File: src/rtl/gray_pkg.sv
// Shared encodings and weight constants for the gray stream converter.
package gray_pkg;

   typedef enum logic [1:0] {
      MODE_BT601 = 2'b00,
      MODE_AVG   = 2'b01,
      MODE_PROG  = 2'b10,
      MODE_GREEN = 2'b11
   } mode_t;

   typedef enum logic [1:0] {
      ST_IDLE  = 2'd0,
      ST_RUN   = 2'd1,
      ST_DRAIN = 2'd2,
      ST_DONE  = 2'd3
   } state_t;

   localparam int unsigned BT601_R_PM = 299;
   localparam int unsigned BT601_G_PM = 587;
   localparam int unsigned BT601_B_PM = 114;

   // Round-to-nearest of a per-mille luma factor scaled by 2^coef_w.
   function automatic int unsigned bt601_w(input int unsigned permille,
                                           input int unsigned coef_w);
      return (permille * (32'd1 << coef_w) + 32'd500) / 32'd1000;
   endfunction

   function automatic int unsigned avg_w(input int unsigned coef_w);
      return (32'd1 << coef_w) / 32'd3;
   endfunction

endpackage

File: src/rtl/gray_mac.sv
// Combinational weighted sum of one RGB pixel with rounding and saturation.
module gray_mac #(
   parameter int DATA_W = 8,
   parameter int COEF_W = 8
) (
   input  logic [DATA_W-1:0] r,
   input  logic [DATA_W-1:0] g,
   input  logic [DATA_W-1:0] b,
   input  logic [COEF_W-1:0] wr,
   input  logic [COEF_W-1:0] wg,
   input  logic [COEF_W-1:0] wb,
   input  logic              passthrough,
   output logic [DATA_W-1:0] gray
);

   // Two guard bits cover the sum of three full-scale products plus rounding.
   localparam int ACC_W = DATA_W + COEF_W + 2;

   logic [ACC_W-1:0] acc;
   logic [ACC_W-1:0] rounded;
   logic [ACC_W-1:0] scaled;

   always_comb begin
      acc     = ACC_W'(wr) * ACC_W'(r) + ACC_W'(wg) * ACC_W'(g) + ACC_W'(wb) * ACC_W'(b);
      rounded = acc + (ACC_W'(1) << (COEF_W - 1));
      scaled  = rounded >> COEF_W;
      if (passthrough) begin
         gray = g;
      end else if (|scaled[ACC_W-1:DATA_W]) begin
         gray = '1;
      end else begin
         gray = scaled[DATA_W-1:0];
      end
   end

endmodule

File: src/rtl/gray_stream_converter.sv
// Byte-serial RGB to gray stream converter with a one-entry output slot
// and frame-level busy/done handshake to the controller.
module gray_stream_converter
   import gray_pkg::*;
#(
   parameter int DATA_W = 8,
   parameter int COEF_W = 8,
   parameter int IMG_W  = 2,
   parameter int IMG_H  = 2,
   localparam int NPIX  = IMG_W * IMG_H,
   localparam int CNT_W = $clog2(NPIX + 1)
) (
   input  logic              clk,
   input  logic              rst,
   input  logic              start,
   input  logic [1:0]        mode,
   input  logic [COEF_W-1:0] coef_r,
   input  logic [COEF_W-1:0] coef_g,
   input  logic [COEF_W-1:0] coef_b,
   input  logic              in_valid,
   output logic              in_ready,
   input  logic [DATA_W-1:0] in_data,
   output logic              out_valid,
   input  logic              out_ready,
   output logic [DATA_W-1:0] out_data,
   output logic              busy,
   output logic              done,
   output logic [CNT_W-1:0]  pix_count,
   output state_t            fsm_state
);

   localparam logic [COEF_W-1:0] W601_R = COEF_W'(bt601_w(BT601_R_PM, COEF_W));
   localparam logic [COEF_W-1:0] W601_G = COEF_W'(bt601_w(BT601_G_PM, COEF_W));
   localparam logic [COEF_W-1:0] W601_B = COEF_W'(bt601_w(BT601_B_PM, COEF_W));
   localparam logic [COEF_W-1:0] W_AVG  = COEF_W'(avg_w(COEF_W));

   state_t            state;
   state_t            state_next;
   logic [1:0]        ch_cnt;
   logic [CNT_W-1:0]  in_pix;
   logic [DATA_W-1:0] r_q;
   logic [DATA_W-1:0] g_q;
   mode_t             mode_q;
   logic [COEF_W-1:0] cr_q;
   logic [COEF_W-1:0] cg_q;
   logic [COEF_W-1:0] cb_q;
   logic [COEF_W-1:0] wr;
   logic [COEF_W-1:0] wg;
   logic [COEF_W-1:0] wb;
   logic [DATA_W-1:0] gray;
   logic              in_hs;
   logic              b_hs;
   logic              out_hs;

   // A transfer happens on a rising edge where valid and ready are both high;
   // valid never waits for ready, and a held output stays stable until taken.
   assign in_hs     = in_valid & in_ready;
   assign b_hs      = in_hs & (ch_cnt == 2'd2);
   assign out_hs    = out_valid & out_ready;
   assign fsm_state = state;

   always_ff @(posedge clk) begin
      if (rst) state <= ST_IDLE;
      else     state <= state_next;
   end

   always_comb begin
      state_next = state;
      case (state)
         ST_IDLE:  if (start) state_next = ST_RUN;
         ST_RUN:   if (b_hs && in_pix == CNT_W'(NPIX - 1)) state_next = ST_DRAIN;
         ST_DRAIN: if (out_hs && pix_count == CNT_W'(NPIX - 1)) state_next = ST_DONE;
         ST_DONE:  state_next = ST_IDLE;
         default:  state_next = ST_IDLE;
      endcase
   end

   // The blue byte may only enter when the output slot can take its result.
   always_comb begin
      in_ready = 1'b0;
      busy     = 1'b0;
      done     = 1'b0;
      case (state)
         ST_RUN: begin
            in_ready = (ch_cnt != 2'd2) || !out_valid || out_ready;
            busy     = 1'b1;
         end
         ST_DRAIN: busy = 1'b1;
         ST_DONE:  done = 1'b1;
         default: ;
      endcase
   end

   always_comb begin
      wr = W601_R;
      wg = W601_G;
      wb = W601_B;
      case (mode_q)
         MODE_AVG: begin
            wr = W_AVG;
            wg = W_AVG;
            wb = W_AVG;
         end
         MODE_PROG: begin
            wr = cr_q;
            wg = cg_q;
            wb = cb_q;
         end
         default: ;
      endcase
   end

   gray_mac #(
      .DATA_W (DATA_W),
      .COEF_W (COEF_W)
   ) u_mac (
      .r           (r_q),
      .g           (g_q),
      .b           (in_data),
      .wr          (wr),
      .wg          (wg),
      .wb          (wb),
      .passthrough (mode_q == MODE_GREEN),
      .gray        (gray)
   );

   always_ff @(posedge clk) begin
      if (rst) begin
         ch_cnt    <= 2'd0;
         in_pix    <= '0;
         r_q       <= '0;
         g_q       <= '0;
         mode_q    <= MODE_BT601;
         cr_q      <= '0;
         cg_q      <= '0;
         cb_q      <= '0;
         out_valid <= 1'b0;
         out_data  <= '0;
         pix_count <= '0;
      end else begin
         if (state == ST_IDLE && start) begin
            mode_q    <= mode_t'(mode);
            cr_q      <= coef_r;
            cg_q      <= coef_g;
            cb_q      <= coef_b;
            ch_cnt    <= 2'd0;
            in_pix    <= '0;
            pix_count <= '0;
         end
         if (in_hs) begin
            case (ch_cnt)
               2'd0: begin
                  r_q    <= in_data;
                  ch_cnt <= 2'd1;
               end
               2'd1: begin
                  g_q    <= in_data;
                  ch_cnt <= 2'd2;
               end
               default: begin
                  ch_cnt <= 2'd0;
                  in_pix <= in_pix + CNT_W'(1);
               end
            endcase
         end
         if (b_hs) begin
            out_valid <= 1'b1;
            out_data  <= gray;
         end else if (out_hs) begin
            out_valid <= 1'b0;
         end
         if (out_hs) pix_count <= pix_count + CNT_W'(1);
      end
   end

endmodule

File: config.mk
export PLATFORM = sky130hd
export DESIGN_NAME = gray_stream_converter
export DESIGN_NICKNAME = d
export VERILOG_FILES = /design/src/rtl/gray_pkg.sv /design/src/rtl/gray_mac.sv /design/src/rtl/gray_stream_converter.sv
export SDC_FILE = /design/constraint.sdc
export NUM_CORES = 1
export LEC_CHECK = 0
export CORE_MARGIN = 8
export CORE_UTILIZATION = 35
export DETAILED_ROUTE_END_ITERATION = 12
export PLACE_DENSITY_LB_ADDON = 0.05
export SYNTH_ARGS = -nofsm -noshare
export SYNTH_HDL_FRONTEND = slang
export SYNTH_SLANG_ARGS = --single-unit
File: constraint.sdc
create_clock -name clk -period 13.7 [get_ports clk]
set_clock_uncertainty 0.05 [all_clocks]
set_input_delay 2.74 -clock clk [delete_from_list [all_inputs] [get_ports clk]]
set_output_delay 2.74 -clock clk [all_outputs]
set_load 0.03 [all_outputs]
## Word level (Yosys, flattened, before mapping)

Index checks and enable logic that the tools add are counted.
Widths: inputs -> output; s select.

- Register bits: 61
- Input bits: 39
- Output and inout port bits: 17
- Word-level logic and storage cells: 76

- $add $sub $neg: 5
- $mul: 3
- Equality and inequality tests: 14
- Mux-type cells: 22
- Bitwise gates (word level): 3
- Reductions and logical operators: 17

Operators by type and width:

| operator | count |
|---|---|
| $mul 8x8->16 | 3 |
| $pmux 8 s2 | 3 |
| $add 18x16->18 | 1 |
| $add 18x8->18 const B | 1 |
| $add 16x16->17 | 1 |
| $mux 8 | 2 |
| $mux 3 | 5 |
| $eq 2x2->1 const B | 5 |
| $mux 2 | 5 |
| $ne 2x2->1 const B | 4 |
| $pmux 2 s4 | 1 |
| $add 3x1->3 const B | 2 |
| $eq 2x1->1 const B | 3 |
| $eq 3x2->1 const B | 2 |
| $reduce_bool 2->1 | 3 |
| $reduce_or 2->1 | 3 |
| $mux 1 | 5 |
| $logic_not 2->1 | 2 |
| $pmux 2 s2 | 1 |
| $reduce_and 2->1 | 2 |
| $and 1x1->1 | 3 |
| $logic_and 1x1->1 | 3 |
| $reduce_and 3->1 | 1 |
| $logic_or 1x1->1 | 2 |
| $logic_not 1->1 | 1 |

## Longest topological paths before layout

- Depth in word-level cells: 9
- Depth in mapped cells: 40
- Depth with buffers taken out: 37

## Hierarchy

A second synthesis with hierarchy kept.

- Cell total of the unflattened synthesis: 1,104
- Area total of the unflattened synthesis: 9,594.2 um^2

By module, submodules not included:

| module | times used | cells an instance | area each (um^2) | seq. area each (um^2) |
|---|---|---|---|---|
| gray_mac | 1 | 774 | 6,985.4 | 0.0 |
| gray_stream_converter | 1 | 330 | 2,608.8 | 1,221.2 |

## Least setup slack after synthesis

No wires, ideal clock.

- Path type: register -> register
- Start: register mode_q[0]
- End: register out_data[7]
- Setup time: 0.123 ns
- Arrival time: 9.467 ns
- Data required time: 13.527 ns
- Setup slack: 4.060 ns
- Cell stages (with the launch flop): 38
- Buffers on the path: 1
- Clock period less this slack: 9.640 ns
- Path through: dfxtp_1 inv_1 ha_1 or2_2 a21oi_1 nor2b_1 ha_1 inv_1 fa_1 inv_1 ha_1 fa_1 fa_1 inv_1 fa_1 inv_1 ha_1 nor2b_1 [2 not listed] or2_2 fa_1 fa_1 inv_1 fa_1 fa_1 inv_1 fa_1 inv_1 ha_1 a21oi_1 and2_1 a21oi_2 o21a_1 or3b_1 buf_4 a2111oi_2 o21ai_1

- Word-level cells in the longest chain between the ends: 9
- Elaborated cells between the ends (all ways): 15
- Classes of those cells: add/sub: 3; mul: 3; eq/ne: 3; mux: 5; reduce/logical: 1

RTL lines:

| item | line | source |
|---|---|---|
| start: declaration | gray_stream_converter.sv:43 | `mode_t mode_q;` |
| start signal: assignment | gray_stream_converter.sv:142 | `mode_q <= mode_t'(mode);` |
| $eq 2x2->1 or $eq 2x1->1 (tied branches) | gray_stream_converter.sv:98 | `case (mode_q)` |
| $pmux 8 s2 | gray_stream_converter.sv:98 |  |
| $mul 8x8->16 | gray_mac.sv:24 | `acc = ACC_W'(wr) * ACC_W'(r) + ACC_W'(wg) * ACC_W'(g) + ACC_W'(wb) * ACC_W'(b);` |
| $add 16x16->17 | gray_mac.sv:24 |  |
| $add 18x16->18 | gray_mac.sv:24 |  |
| $add 18x8->18 | gray_mac.sv:25 | `rounded = acc + (ACC_W'(1) << (COEF_W - 1));` |
| $reduce_or 2->1 | gray_mac.sv:29 | `end else if (\|scaled[ACC_W-1:DATA_W]) begin` |
| $mux 8 | gray_mac.sv:29 |  |
| $mux 8 (*) | gray_mac.sv:27 | `if (passthrough) begin` |
| end signal: assignment | gray_stream_converter.sv:168 | `out_data <= gray;` |
| end: declaration | gray_stream_converter.sv:25 | `output logic [DATA_W-1:0] out_data,` |

Every way passes the cells marked *; elsewhere a longest branch is shown, timed or not.
A chain may end at the register's enable or synchronous reset.

## Worst setup path after layout

- Start: register mode_q[1]
- End: register out_data[7]

The elaborated chain is that of the path after synthesis.

==> flow_summary.ini <==
[global_routing]
grt_antenna_before_repair = 1
grt_pass1_vias = 7703
globalRouteMet1Util = 0.242
gr_util_all_layers = 0.163
gr-usage-met2 = 0.252
globalRouteMet3Util = 0.0152
grt_most_used_layer = met2
grt_first_pass_wirelength_um = 42700
maximum_number_of_pins_on_one_net_before_global_route_repair = 57
globalRouteOverflowTotal = 0

[worst_setup_path]
cp.required_ns = 13.87
arrival_ns = 10.75
crit_path_top_delay_cell = ha_2
worst_setup_path_start_kind = flip-flop
critPathKind = flip-flop to flip-flop
reg2reg_setup_slack_ns = 3.12
timing.critical_path.to_type = flip-flop
timing.critical_path.max_delay_family = adder cells
worst_path_most_repeated_cell = fa_1
crit_fanout = 44
crit_buf_inv = 6
max_stage_delay_ns = 0.56

[power_and_ir_drop]
proportion_of_power_drawn_by_flip_flops_and_latches = 0.141
power.density_mw_per_mm2 = 153
p_int_mw = 0.818
p_total_mw = 1.65
swShare = 0.503
net_switching_power_mw = 0.828
ir_worst_vdd_v = 0.000153
power.share.clock = 0.137
power.static_leakage_nw = 5.46
pwr-share-comb = 0.722

[synthesis]
syn-instance-count = 1135
nets_in_the_synthesized_netlist = 1444
syn_area_mm2 = 0.00960
cells_taking_the_most_area_after_synthesis = fa_1 31%, ha_1 16%, dfxtp_1 13%, inv_1 8.4%, nand2_1 6.8%
most_frequent_cells_after_synthesis = 215 x inv_1, 173 x nand2_1, 147 x fa_1
ys_async_sr_fraction = 0
synth.most_common_cell = inv_1
synthFlopType = dfxtp_1
synth.ff_latch_count = 61
post_synth_num_cell_types = 55
synth.top_cell.area_share = 0.306
synthesized_area_per_cell_um2 = 8.46
ys_seq_area_frac = 0.127
netlist.top_cell.by_area = fa_1
yosys_warnings = 0
number_of_flops_mapped_to_enable_cells_by_yosys = 0

[placed_design]
place_congestion = 0.769
numPortBuffers = 55
dpl-instance-area_mm2 = 0.0104
dpl_wire_length_um = 21100
place.detailed.instances = 1494
dp_slack_ns = 3.05

[layout]
final-seq-area_mm2 = 0.00122
drive_gt1_frac = 0.0291
utilization_of_the_core_after_routing = 0.399
filler_cell_count = 2804
multiInputGateArea_mm2 = 0.00741
final-instance-count-excl-fill = 1510
fin_area_mm2 = 0.0107
layout.nets = 1473
area_delta_synth_final_pct = 11.8
antenna_cells = 0

[clock_network]
cts_repair_resize_count = 0
post-cts-setup-buffer-count = 0
numCtsBuffers = 9
clk-insertion-delay-late_ns = 0.33
cts_tree = built
cts.sink_count = 61
cts_hold_buf = 0
htree_levels = 3
max-clock-path-buffers = 2
cts.root.buffer_cell = clkbuf_16
worst_setup_hold_path_clk_slew_ns = 0.05

[sta]
fin_worst_hold_slack_ns = 0.403
timing.final.crit_share = 0.772
peak_freq_mhz = 94.5
postLayoutSetupSlackWorst_ns = 3.12
layout_min_cycle_time_ns = 10.58
finalSetupTns_ns = 0
grt_setup_unrepaired = no
headroom_to_the_max_slew_limit = 0.252
setup_viol = 0
final_max_slew_viol_count = 0
hold_viol = 0
max_slew.worst_pin.slew_ns = 1.12

[die]
die-width_um = 182
start_util = 0.356
io-pin-count = 56
die_h_um = 182
fp.dieArea_mm2 = 0.0330
coreArea_mm2 = 0.0270
placementRows = 60

[detailed_routing]
dr.first_iter.drc_count = 322
routed-via-count = 7247
drc = 0
drt-total-wl_um = 25800
firstDrtPassIters = 4
post_drt_via_cell_ratio = 4.80
wire_per_inst_um = 17.1
route.antenna.remaining_nets = 0

[run]
drv.max_cap_violation_count = 0

[run_status]
status = finished, final reports clean

[hold_path]
worstHoldPathType = flip-flop to flip-flop
[layout by cell type, fill, tap and decap left out, types with 4 or more instances in the layout]
cell type        count
nor2b_1             24
and2_1              56
nor3_1              11
nand2_1            173
nand4_1              4
xor2_1               7
nand3_1             22
buf_4                5
inv_1              215
o21ai_0             17
nand2b_1            11
a211oi_1             7
clkdlybuf4s50_1     54
a21oi_1             72
nor2_1              31
dfxtp_1             61
or3_1                4
o21a_1               8
xnor2_1             10
or2_2                6
clkbuf_16            9
fa_1               147
ha_1               122
and3_1              40
[final timing paths]
check             cells after the start          end        start
setup / recovery                     33  out_data[7]    mode_q[1]
hold / removal                        2  out_data[0]  out_data[0]
setup reg to reg                     33  out_data[7]    mode_q[1]
hold reg to reg                       2  out_data[0]  out_data[0]
[kinds of logic (layout without fill, tap and decap cells)]
family	after synthesis	count (layout)	synth area share
buffers and inverters	257	291	0.102
AND/OR/NAND/NOR	393	393	0.200
AO/OA/AOI/OAI	134	134	0.0855
adder cells (fa/ha/maj)	270	270	0.467
multiplexers	3	3	0.00326
flip-flops	61	61	0.127
XOR/XNOR	17	17	0.0155
[power by group through the flow]
stage	sequential, mW	combinational (mW)	clock [mW]
final	0.232	1.19	0.226
after detailed placement	0.236	1.21	0
after floorplan	0.223	0.887	0
after CTS	0.232	1.22	0.233
after global routing	0.236	1.38	0.240
after global placement	0.236	1.21	0
[routing by layer]
| metal | share of wire | routed length (um) |
|---|---|---|
| met5 | 0 | 0 |
| met1 | 0.52 | 13400 |
| met3 | 0.029 | 757 |
| met4 | 0.0097 | 250 |
| met2 | 0.44 | 11400 |
[sequential cells by signal, indices dropped and copies added (netlist names)]
register   count
g_q            8
mode_q         2
fsm_state      2
ch_cnt         2
out_data       8
pix_count      3
cb_q           8
out_valid      1
in_pix         3
cg_q           8
r_q            8
cr_q           8
[final cells by class]
type / count / area share
multi-input combinational: 817 / 0.690
sequential: 61 / 0.114
inverter: 215 / 0.0751
timing repair buffer: 60 / 0.0543
tap: 341 / 0.0397
clock buffer: 12 / 0.0229
clock inverter: 4 / 0.00443
[worst min-delay path: stages, from the launching register on]
cell	delay, ns
dfxtp_1	0.32
nand2_1	0.04
o21ai_0	0.05
Note: power is estimated with default switching activity, not from simulation.
